--- config.mk ---
export PLATFORM = sky130hd
export DESIGN_NAME = tx_prbs_gen
export DESIGN_NICKNAME = d
export VERILOG_FILES = /design/src/rtl/tx_prbs_pkg.sv /design/src/rtl/prbs_lfsr_step.sv /design/src/rtl/tx_prbs_gen.sv
export SDC_FILE = /design/constraint.sdc
export NUM_CORES = 1
export LEC_CHECK = 0
export ABC_AREA = 1
export BUFFER_PORTS_ARGS = -buffer_cell sky130_fd_sc_hd__buf_4
export CAP_MARGIN = 20
export CORE_ASPECT_RATIO = 0.7
export CORE_UTILIZATION = 35
export CTS_CLUSTER_DIAMETER = 200
export DETAILED_ROUTE_END_ITERATION = 7
export GPL_ROUTABILITY_DRIVEN = 0
export PLACE_DENSITY = 0.68
export SYNTH_ARGS = -nofsm -noshare
export SYNTH_HDL_FRONTEND = slang
export SYNTH_SLANG_ARGS = --single-unit
--- constraint.sdc ---
create_clock -name clk -period 1.85 [get_ports clk]
set_clock_uncertainty 0.05 [all_clocks]
set_input_delay 0.0925 -clock clk [delete_from_list [all_inputs] [get_ports clk]]
set_output_delay 0.0925 -clock clk [all_outputs]
set_load 0.05 [all_outputs]
--- src/rtl/tx_prbs_pkg.sv ---
// -----------------------------------------------------------------------------
// tx_prbs_pkg
// Shared definitions for the TX PRBS generator: mode encodings, LFSR tap
// positions, active-width masks, the IDLE/RUN state enum, and the helper that
// masks an LFSR value to the active width (replacing an all-zero result with
// all-ones so the generator can never lock up).
// -----------------------------------------------------------------------------
package tx_prbs_pkg;

    localparam int LFSR_W = 31;

    typedef enum logic [1:0] {
        MODE_PRBS7  = 2'd0,
        MODE_PRBS15 = 2'd1,
        MODE_PRBS31 = 2'd2,
        MODE_CLK    = 2'd3
    } prbs_mode_e;

    typedef enum logic {
        ST_IDLE = 1'b0,
        ST_RUN  = 1'b1
    } prbs_state_e;

    // Feedback taps: fb = s[TAP_A] ^ s[TAP_B]
    localparam int PRBS7_TAP_A  = 6;
    localparam int PRBS7_TAP_B  = 5;
    localparam int PRBS15_TAP_A = 14;
    localparam int PRBS15_TAP_B = 13;
    localparam int PRBS31_TAP_A = 30;
    localparam int PRBS31_TAP_B = 27;

    // Active-width masks (N = 7 / 15 / 31)
    localparam logic [LFSR_W-1:0] PRBS7_MASK  = 31'h0000_007F;
    localparam logic [LFSR_W-1:0] PRBS15_MASK = 31'h0000_7FFF;
    localparam logic [LFSR_W-1:0] PRBS31_MASK = 31'h7FFF_FFFF;

    // Clock-pattern mode has no active width; it keeps the full register.
    function automatic logic [LFSR_W-1:0] width_mask(input logic [1:0] mode);
        logic [LFSR_W-1:0] m;
        case (mode)
            MODE_PRBS7:  m = PRBS7_MASK;
            MODE_PRBS15: m = PRBS15_MASK;
            default:     m = PRBS31_MASK;
        endcase
        return m;
    endfunction

    function automatic logic [LFSR_W-1:0] mask_state(input logic [LFSR_W-1:0] v,
                                                     input logic [1:0]        mode);
        logic [LFSR_W-1:0] m;
        logic [LFSR_W-1:0] r;
        m = width_mask(mode);
        r = v & m;
        if (r == '0) begin
            r = m;
        end
        return r;
    endfunction

endpackage

--- src/rtl/prbs_lfsr_step.sv ---
// -----------------------------------------------------------------------------
// prbs_lfsr_step
// Combinational single-step of the Fibonacci PRBS LFSR. The current state is
// first re-masked to the active width of the requested mode (so a mode change
// takes effect on the step itself), then the feedback bit is formed and
// shifted in at bit 0.
// Ports:
//   s      in  31  current LFSR contents
//   mode   in  2   0=PRBS7 1=PRBS15 2=PRBS31 3=clock pattern (fb unused)
//   fb     out 1   feedback bit = next serial PRBS bit
//   s_next out 31  next LFSR contents, masked to the active width
// -----------------------------------------------------------------------------
module prbs_lfsr_step
    import tx_prbs_pkg::*;
(
    input  logic [LFSR_W-1:0] s,
    input  logic [1:0]        mode,
    output logic              fb,
    output logic [LFSR_W-1:0] s_next
);

    logic [LFSR_W-1:0] s_eff;

    always_comb begin
        s_eff = mask_state(s, mode);
        case (mode)
            MODE_PRBS7:  fb = s_eff[PRBS7_TAP_A]  ^ s_eff[PRBS7_TAP_B];
            MODE_PRBS15: fb = s_eff[PRBS15_TAP_A] ^ s_eff[PRBS15_TAP_B];
            MODE_PRBS31: fb = s_eff[PRBS31_TAP_A] ^ s_eff[PRBS31_TAP_B];
            default:     fb = 1'b0;
        endcase
        s_next = {s_eff[LFSR_W-2:0], fb} & width_mask(mode);
    end

endmodule

--- src/rtl/tx_prbs_gen.sv ---
// -----------------------------------------------------------------------------
// tx_prbs_gen
// Serial TX pattern generator (PRBS7/15/31 or 1010 clock pattern) with seed
// load, single-bit error injection and a saturating injected-error counter.
// Ports:
//   clk      in  1         TX bit clock (shared with the 2-tap FIR driver)
//   rstn     in  1         asynchronous active-low reset
//   en       in  1         advance the pattern one bit per clk
//   mode     in  2         0=PRBS7 1=PRBS15 2=PRBS31 3=clock pattern
//   seed_ld  in  1         load seed into the LFSR (wins over en)
//   seed     in  31        seed value, LSB-aligned
//   err_inj  in  1         request a single inversion of the output stream
//   out      out 1         serial TX data
//   valid    out 1         out carries live pattern data
//   err_cnt  out ERRCNT_W  number of injected errors, saturating
// -----------------------------------------------------------------------------
module tx_prbs_gen
    import tx_prbs_pkg::*;
#(
    parameter logic [LFSR_W-1:0] SEED_DFLT = 31'h7FFF_FFFF,
    parameter int                ERRCNT_W  = 8
) (
    input  logic                clk,
    input  logic                rstn,
    input  logic                en,
    input  logic [1:0]          mode,
    input  logic                seed_ld,
    input  logic [LFSR_W-1:0]   seed,
    input  logic                err_inj,
    output logic                out,
    output logic                valid,
    output logic [ERRCNT_W-1:0] err_cnt
);

    // Reset always starts in PRBS7 width.
    localparam logic [LFSR_W-1:0] SEED_RST = mask_state(SEED_DFLT, MODE_PRBS7);

    function automatic logic [ERRCNT_W-1:0] sat_inc(input logic [ERRCNT_W-1:0] v);
        return (&v) ? v : v + 1'b1;
    endfunction

    prbs_state_e       state_q;
    prbs_state_e       state_d;
    logic [LFSR_W-1:0] s_q;
    logic [LFSR_W-1:0] s_next;
    logic              fb;
    logic              out_q;
    logic              clk_ph_q;   // last clock-pattern bit, before injection
    logic              pend_q;
    logic [ERRCNT_W-1:0] err_cnt_q;
    logic              inj;
    logic              is_clk;

    prbs_lfsr_step u_step (
        .s      (s_q),
        .mode   (mode),
        .fb     (fb),
        .s_next (s_next)
    );

    // A request arriving on the enabled edge itself is applied on that edge.
    assign inj    = pend_q | err_inj;
    assign is_clk = (mode == MODE_CLK);

    // ---- state register
    always_ff @(posedge clk or negedge rstn) begin
        if (!rstn) begin
            state_q <= ST_IDLE;
        end else begin
            state_q <= state_d;
        end
    end

    // ---- next-state logic
    always_comb begin
        state_d = state_q;
        case (state_q)
            ST_IDLE: if (en && !seed_ld) state_d = ST_RUN;
            ST_RUN:  if (!en || seed_ld) state_d = ST_IDLE;
            default: state_d = ST_IDLE;
        endcase
    end

    // ---- output logic
    always_comb begin
        valid = (state_q == ST_RUN);
    end

    // ---- pattern datapath, injection and counter
    always_ff @(posedge clk or negedge rstn) begin
        if (!rstn) begin
            s_q       <= SEED_RST;
            out_q     <= 1'b0;
            clk_ph_q  <= 1'b0;
            pend_q    <= 1'b0;
            err_cnt_q <= '0;
        end else if (seed_ld) begin
            s_q      <= mask_state(seed, mode);
            clk_ph_q <= 1'b0;
            pend_q   <= pend_q | err_inj;
        end else if (en) begin
            if (is_clk) begin
                clk_ph_q <= ~clk_ph_q;
                out_q    <= ~clk_ph_q ^ inj;
            end else begin
                s_q   <= s_next;
                out_q <= fb ^ inj;
            end
            pend_q <= 1'b0;
            if (inj) begin
                err_cnt_q <= sat_inc(err_cnt_q);
            end
        end else begin
            pend_q <= pend_q | err_inj;
        end
    end

    assign out     = out_q;
    assign err_cnt = err_cnt_q;

endmodule
==> impl_results.html <==
<table>
<tr><th>Metric</th><th>Value</th></tr>
<tr><th colspan="2">Die</th></tr>
<tr><td>I/O pin total</td><td>48</td></tr>
<tr><td>Starting utilization of the core area</td><td>37.1%</td></tr>
<tr><td>Number of cell rows</td><td>26</td></tr>
<tr><td>Chip height</td><td>76.6 µm</td></tr>
<tr><td>Die area</td><td>8310 µm²</td></tr>
<tr><td>Horizontal die dimension</td><td>109 µm</td></tr>
<tr><td>Std-Cell Core Area</td><td>7480 µm²</td></tr>
<tr><th colspan="2">Power</th></tr>
<tr><td>Leakage</td><td>1.85 nW</td></tr>
<tr><td>Power per standard cell area</td><td>984 nW/µm²</td></tr>
<tr><td>Max IR drop VDD</td><td>0.863 mV</td></tr>
<tr><th colspan="2">Global route</th></tr>
<tr><td>Maximum number of pins on one net before global-route repair</td><td>44</td></tr>
<tr><td>Total overflow reported by the global router</td><td>0</td></tr>
<tr><td>Total track usage</td><td>17.3%</td></tr>
<tr><td>Global-route wire length before repair</td><td>11600 µm</td></tr>
<tr><td>Vias in the first global route</td><td>2446</td></tr>
<tr><td>Number of antenna violations at the first check in global routing</td><td>0</td></tr>
<tr><th colspan="2">Detailed routing</th></tr>
<tr><td>Routed length per placed instance</td><td>12.7 µm</td></tr>
<tr><td>Vias per cell</td><td>4.88</td></tr>
<tr><td>Total iterations of the first detailed-routing run</td><td>5</td></tr>
<tr><td>Starting DRT DRC Count</td><td>205</td></tr>
<tr><td>Detail Route Antenna Nets</td><td>0</td></tr>
<tr><td>Via count of the routed design</td><td>2579</td></tr>
<tr><td>Post-Route WL</td><td>6680 µm</td></tr>
<tr><td>Remaining DRCs</td><td>0</td></tr>
<tr><th colspan="2">Worst setup path</th></tr>
<tr><td>Reg2Reg Setup Slack</td><td>0.14 ns</td></tr>
<tr><td>Length in cells of the worst reg-to-reg path</td><td>12</td></tr>
<tr><td>Startpoint Class</td><td>flop</td></tr>
<tr><td>Required time reported for the critical path endpoint</td><td>1.97 ns</td></tr>
<tr><td>Setup crit end kind</td><td>flop</td></tr>
<tr><td>Max Fanout on Critical Path</td><td>3</td></tr>
<tr><td>Arrival time at the worst endpoint</td><td>1.84 ns</td></tr>
<tr><td>Kind of critical path</td><td>reg -&gt; reg</td></tr>
<tr><th colspan="2">Yosys</th></tr>
<tr><td>Number of distinct library cell variants in the gate-level netlist after synthesis</td><td>36</td></tr>
<tr><td>Yosys warning count</td><td>0</td></tr>
<tr><td>Seq cells post-synth</td><td>43</td></tr>
<tr><td>Number of nets in the synthesized netlist</td><td>420</td></tr>
<tr><td>Share of async-settable or async-resettable flops after synthesis</td><td>100%</td></tr>
<tr><td>Number of enable-type register cells in the synthesized netlist</td><td>0</td></tr>
<tr><td>Netlist Area Pre-Place</td><td>2780 µm²</td></tr>
<tr><td>Portion of the post-synthesis area used by sequential elements</td><td>39.0%</td></tr>
<tr><td>Primary FF master, synth</td><td>dfrtp_1</td></tr>
<tr><td>Post-Syn Area per Cell</td><td>7.29 µm²</td></tr>
<tr><td>Number of instances in the synthesized netlist</td><td>381</td></tr>
<tr><th colspan="2">Place</th></tr>
<tr><td>Post-DP HPWL</td><td>4910 µm</td></tr>
<tr><td>Port buffer count</td><td>47</td></tr>
<tr><td>Placement-stage worst setup slack</td><td>-0.105 ns</td></tr>
<tr><td>Area after detailed placement</td><td>3250 µm²</td></tr>
<tr><th colspan="2">Clock network</th></tr>
<tr><td>H-Tree Depth</td><td>2</td></tr>
<tr><td>Clock-pin slew on the worst setup and hold paths</td><td>0.06 ns</td></tr>
<tr><td>Maximum clock path buffer count</td><td>2</td></tr>
<tr><td>Number of sinks handled by clock tree synthesis</td><td>43</td></tr>
<tr><td>Clock insertion delay at the later pin of the skew report</td><td>0.28 ns</td></tr>
<tr><td>Clock tree from TritonCTS</td><td>built</td></tr>
<tr><td>Cell chosen for the clock root</td><td>clkbuf_16</td></tr>
<tr><td>Number of buffers created by CTS</td><td>5</td></tr>
<tr><td>Number of buffers inserted by post-CTS setup repair</td><td>0</td></tr>
<tr><th colspan="2">Hold path</th></tr>
<tr><td>Worst Hold Path Cells</td><td>3</td></tr>
<tr><td>Type of the worst min-delay path</td><td>in -&gt; reg</td></tr>
<tr><th colspan="2">STA</th></tr>
<tr><td>Final-report max-slew violation count</td><td>0</td></tr>
<tr><td>Final setup violation count</td><td>0</td></tr>
<tr><td>Maximum clock frequency</td><td>584 MHz</td></tr>
<tr><td>Slew of the pin with the lowest slew margin</td><td>0.929 ns</td></tr>
<tr><td>Setup slack after layout</td><td>0.138 ns</td></tr>
<tr><td>Final Critical Period</td><td>1.71 ns</td></tr>
<tr><td>Share of the cycle needed by the critical path after routing</td><td>92.6%</td></tr>
<tr><td>Setup TNS</td><td>0 ns</td></tr>
<tr><td>Min Hold Slack</td><td>0.0229 ns</td></tr>
<tr><td>Unrepaired setup endpoints after global routing</td><td>no</td></tr>
<tr><td>Final Hold Vio Count</td><td>0</td></tr>
<tr><td>Max-slew headroom</td><td>37.2%</td></tr>
<tr><th colspan="2">Cells and area</th></tr>
<tr><td>Net total in the final layout</td><td>468</td></tr>
<tr><td>Layout area overhead</td><td>23.9%</td></tr>
<tr><td>Share of post-route cells with drive strength above 1</td><td>23.0%</td></tr>
<tr><td>Number of inserted diodes</td><td>0</td></tr>
<tr><td>Design area</td><td>3440 µm²</td></tr>
<tr><th colspan="2">Outcome</th></tr>
<tr><td>Status</td><td>finished clean</td></tr>
<tr><th colspan="2">Job</th></tr>
<tr><td>MaxCap Viol Count</td><td>0</td></tr>
</table>
## synthesized netlist by cell type (2+ instances only)
cell | n | area (µm²)
o21ai_0 | 10 | 50.1
dfrtp_1 | 36 | 901
a22oi_2 | 8 | 100
o22ai_1 | 4 | 25.0
o21ai_1 | 2 | 10.0
inv_1 | 49 | 184
a21oi_1 | 24 | 120
clkbuf_1 | 8 | 30.0
buf_6 | 4 | 45.0
nand2_1 | 119 | 447
nand3_1 | 25 | 125
nand4_4 | 2 | 42.5
dfstp_2 | 7 | 184
nor2_1 | 35 | 131
a22oi_1 | 13 | 97.6
buf_2 | 5 | 25.0
xnor2_1 | 2 | 17.5
nand4_1 | 5 | 31.3
xor2_1 | 6 | 52.6
## power breakdown
group | internal (W) | switching (W) | leakage, nW
logic | 0.000388 | 0.000704 | 1.27
clock network | 0.000641 | 0.000373 | 0.0804
registers | 0.00114 | 0.000143 | 0.506
total | 0.00217 | 0.00122 | 1.85
## critical path, stage by stage (launching register included)
cell and delay (ns):
dfrtp_1 0.38, nor2_1 0.16, nand3_1 0.10, nor2_1 0.09, nand2_1 0.06, nand2_1 0.08
nand3_1 0.10, o21ai_0 0.12, nor2_2 0.08, nor2_2 0.13, nand4_1 0.10, nand3_1 0.10
nand2_1 0.05
## per-layer routing
layer	vias to the layer above	GRT usage (%)	share of wire, %	wire, µm
met1	1168	27.0	52	3450
li1	1327	-	-	-
met2	82	25.0	42	2790
met4	0	2.43	0.28	19
met5	-	0	0	0
met3	2	3.25	6.3	424
## cell usage in the layout (no fill, tap or decap), drive strengths merged
cell type,instances
a31oi,1
buf,58
inv,51
clkbuf,5
nand3,25
nor3b,1
xor2,6
nand4,8
dfstp,7
a22oi,21
dfrtp,36
nor2,36
xnor2,2
nor4,2
o41ai,1
mux2,1
a21oi,24
o311ai,1
dlygate4sd3,1
o22ai,4
o32ai,1
o21ai,12
nor3,2
bufinv,1
ha,1
nand3b,1
clkinvlp,1
nand2,120
## per-stage QoR
step	cells	util (%)	power, W
4_1_cts	528	45.9	0.00342
5_1_grt	528	46.0	0.00359
3_5_place_dp	519	43.5	0.00239
6_report	528	46.0	0.00339
3_3_place_gp	519	43.5	0.00237
2_1_floorplan	381	-	0.00204
## area by class of cell
class	count	area (µm²)
tap	98	123
sequential	43	1090
clock inverter	3	46.3
inverter	50	188
timing repair buffer	59	445
multi-input combinational	270	1430
fill	771	4040
clock buffer	5	125
## state kept, by name, summed over array words and instances (netlist names)
signal / cells
clk_ph_q: 1
s_q: 31
valid: 1
err_cnt: 8
out: 1
pend_q: 1
## cells by family (layout without fill, tap and decap cells)
group                    after synthesis  count (layout)  share of synthesized area [%]
AND/OR/NAND/NOR                      195             195                           31.3
buffers and inverters                 68             117                           10.6
AO/OA/AOI/OAI                         65              65                           15.7
flip-flops                            43              43                           39.0
XOR/XNOR                               8               8                           2.52
adder cells (fa/ha/maj)                1               1                          0.450
multiplexers                           1               1                          0.405
## final timing paths
check / from / end
worst max-delay path: s_q[20] / out
worst min-delay path: err_inj / pend_q
worst max register to register: s_q[20] / out
worst min register to register: s_q[0] / s_q[0]
max in group asynchronous: rstn / err_cnt[0]
min in group asynchronous: rstn / s_q[23]
## repair_timing
item | CTS | global route
hold buffers | 1 | 0
setup endpoints to repair | 0 | 17
gates resized for setup | 0 | 4
endpoints found under the hold margin | 36 | 0
Power figures use the tool's default switching activity.
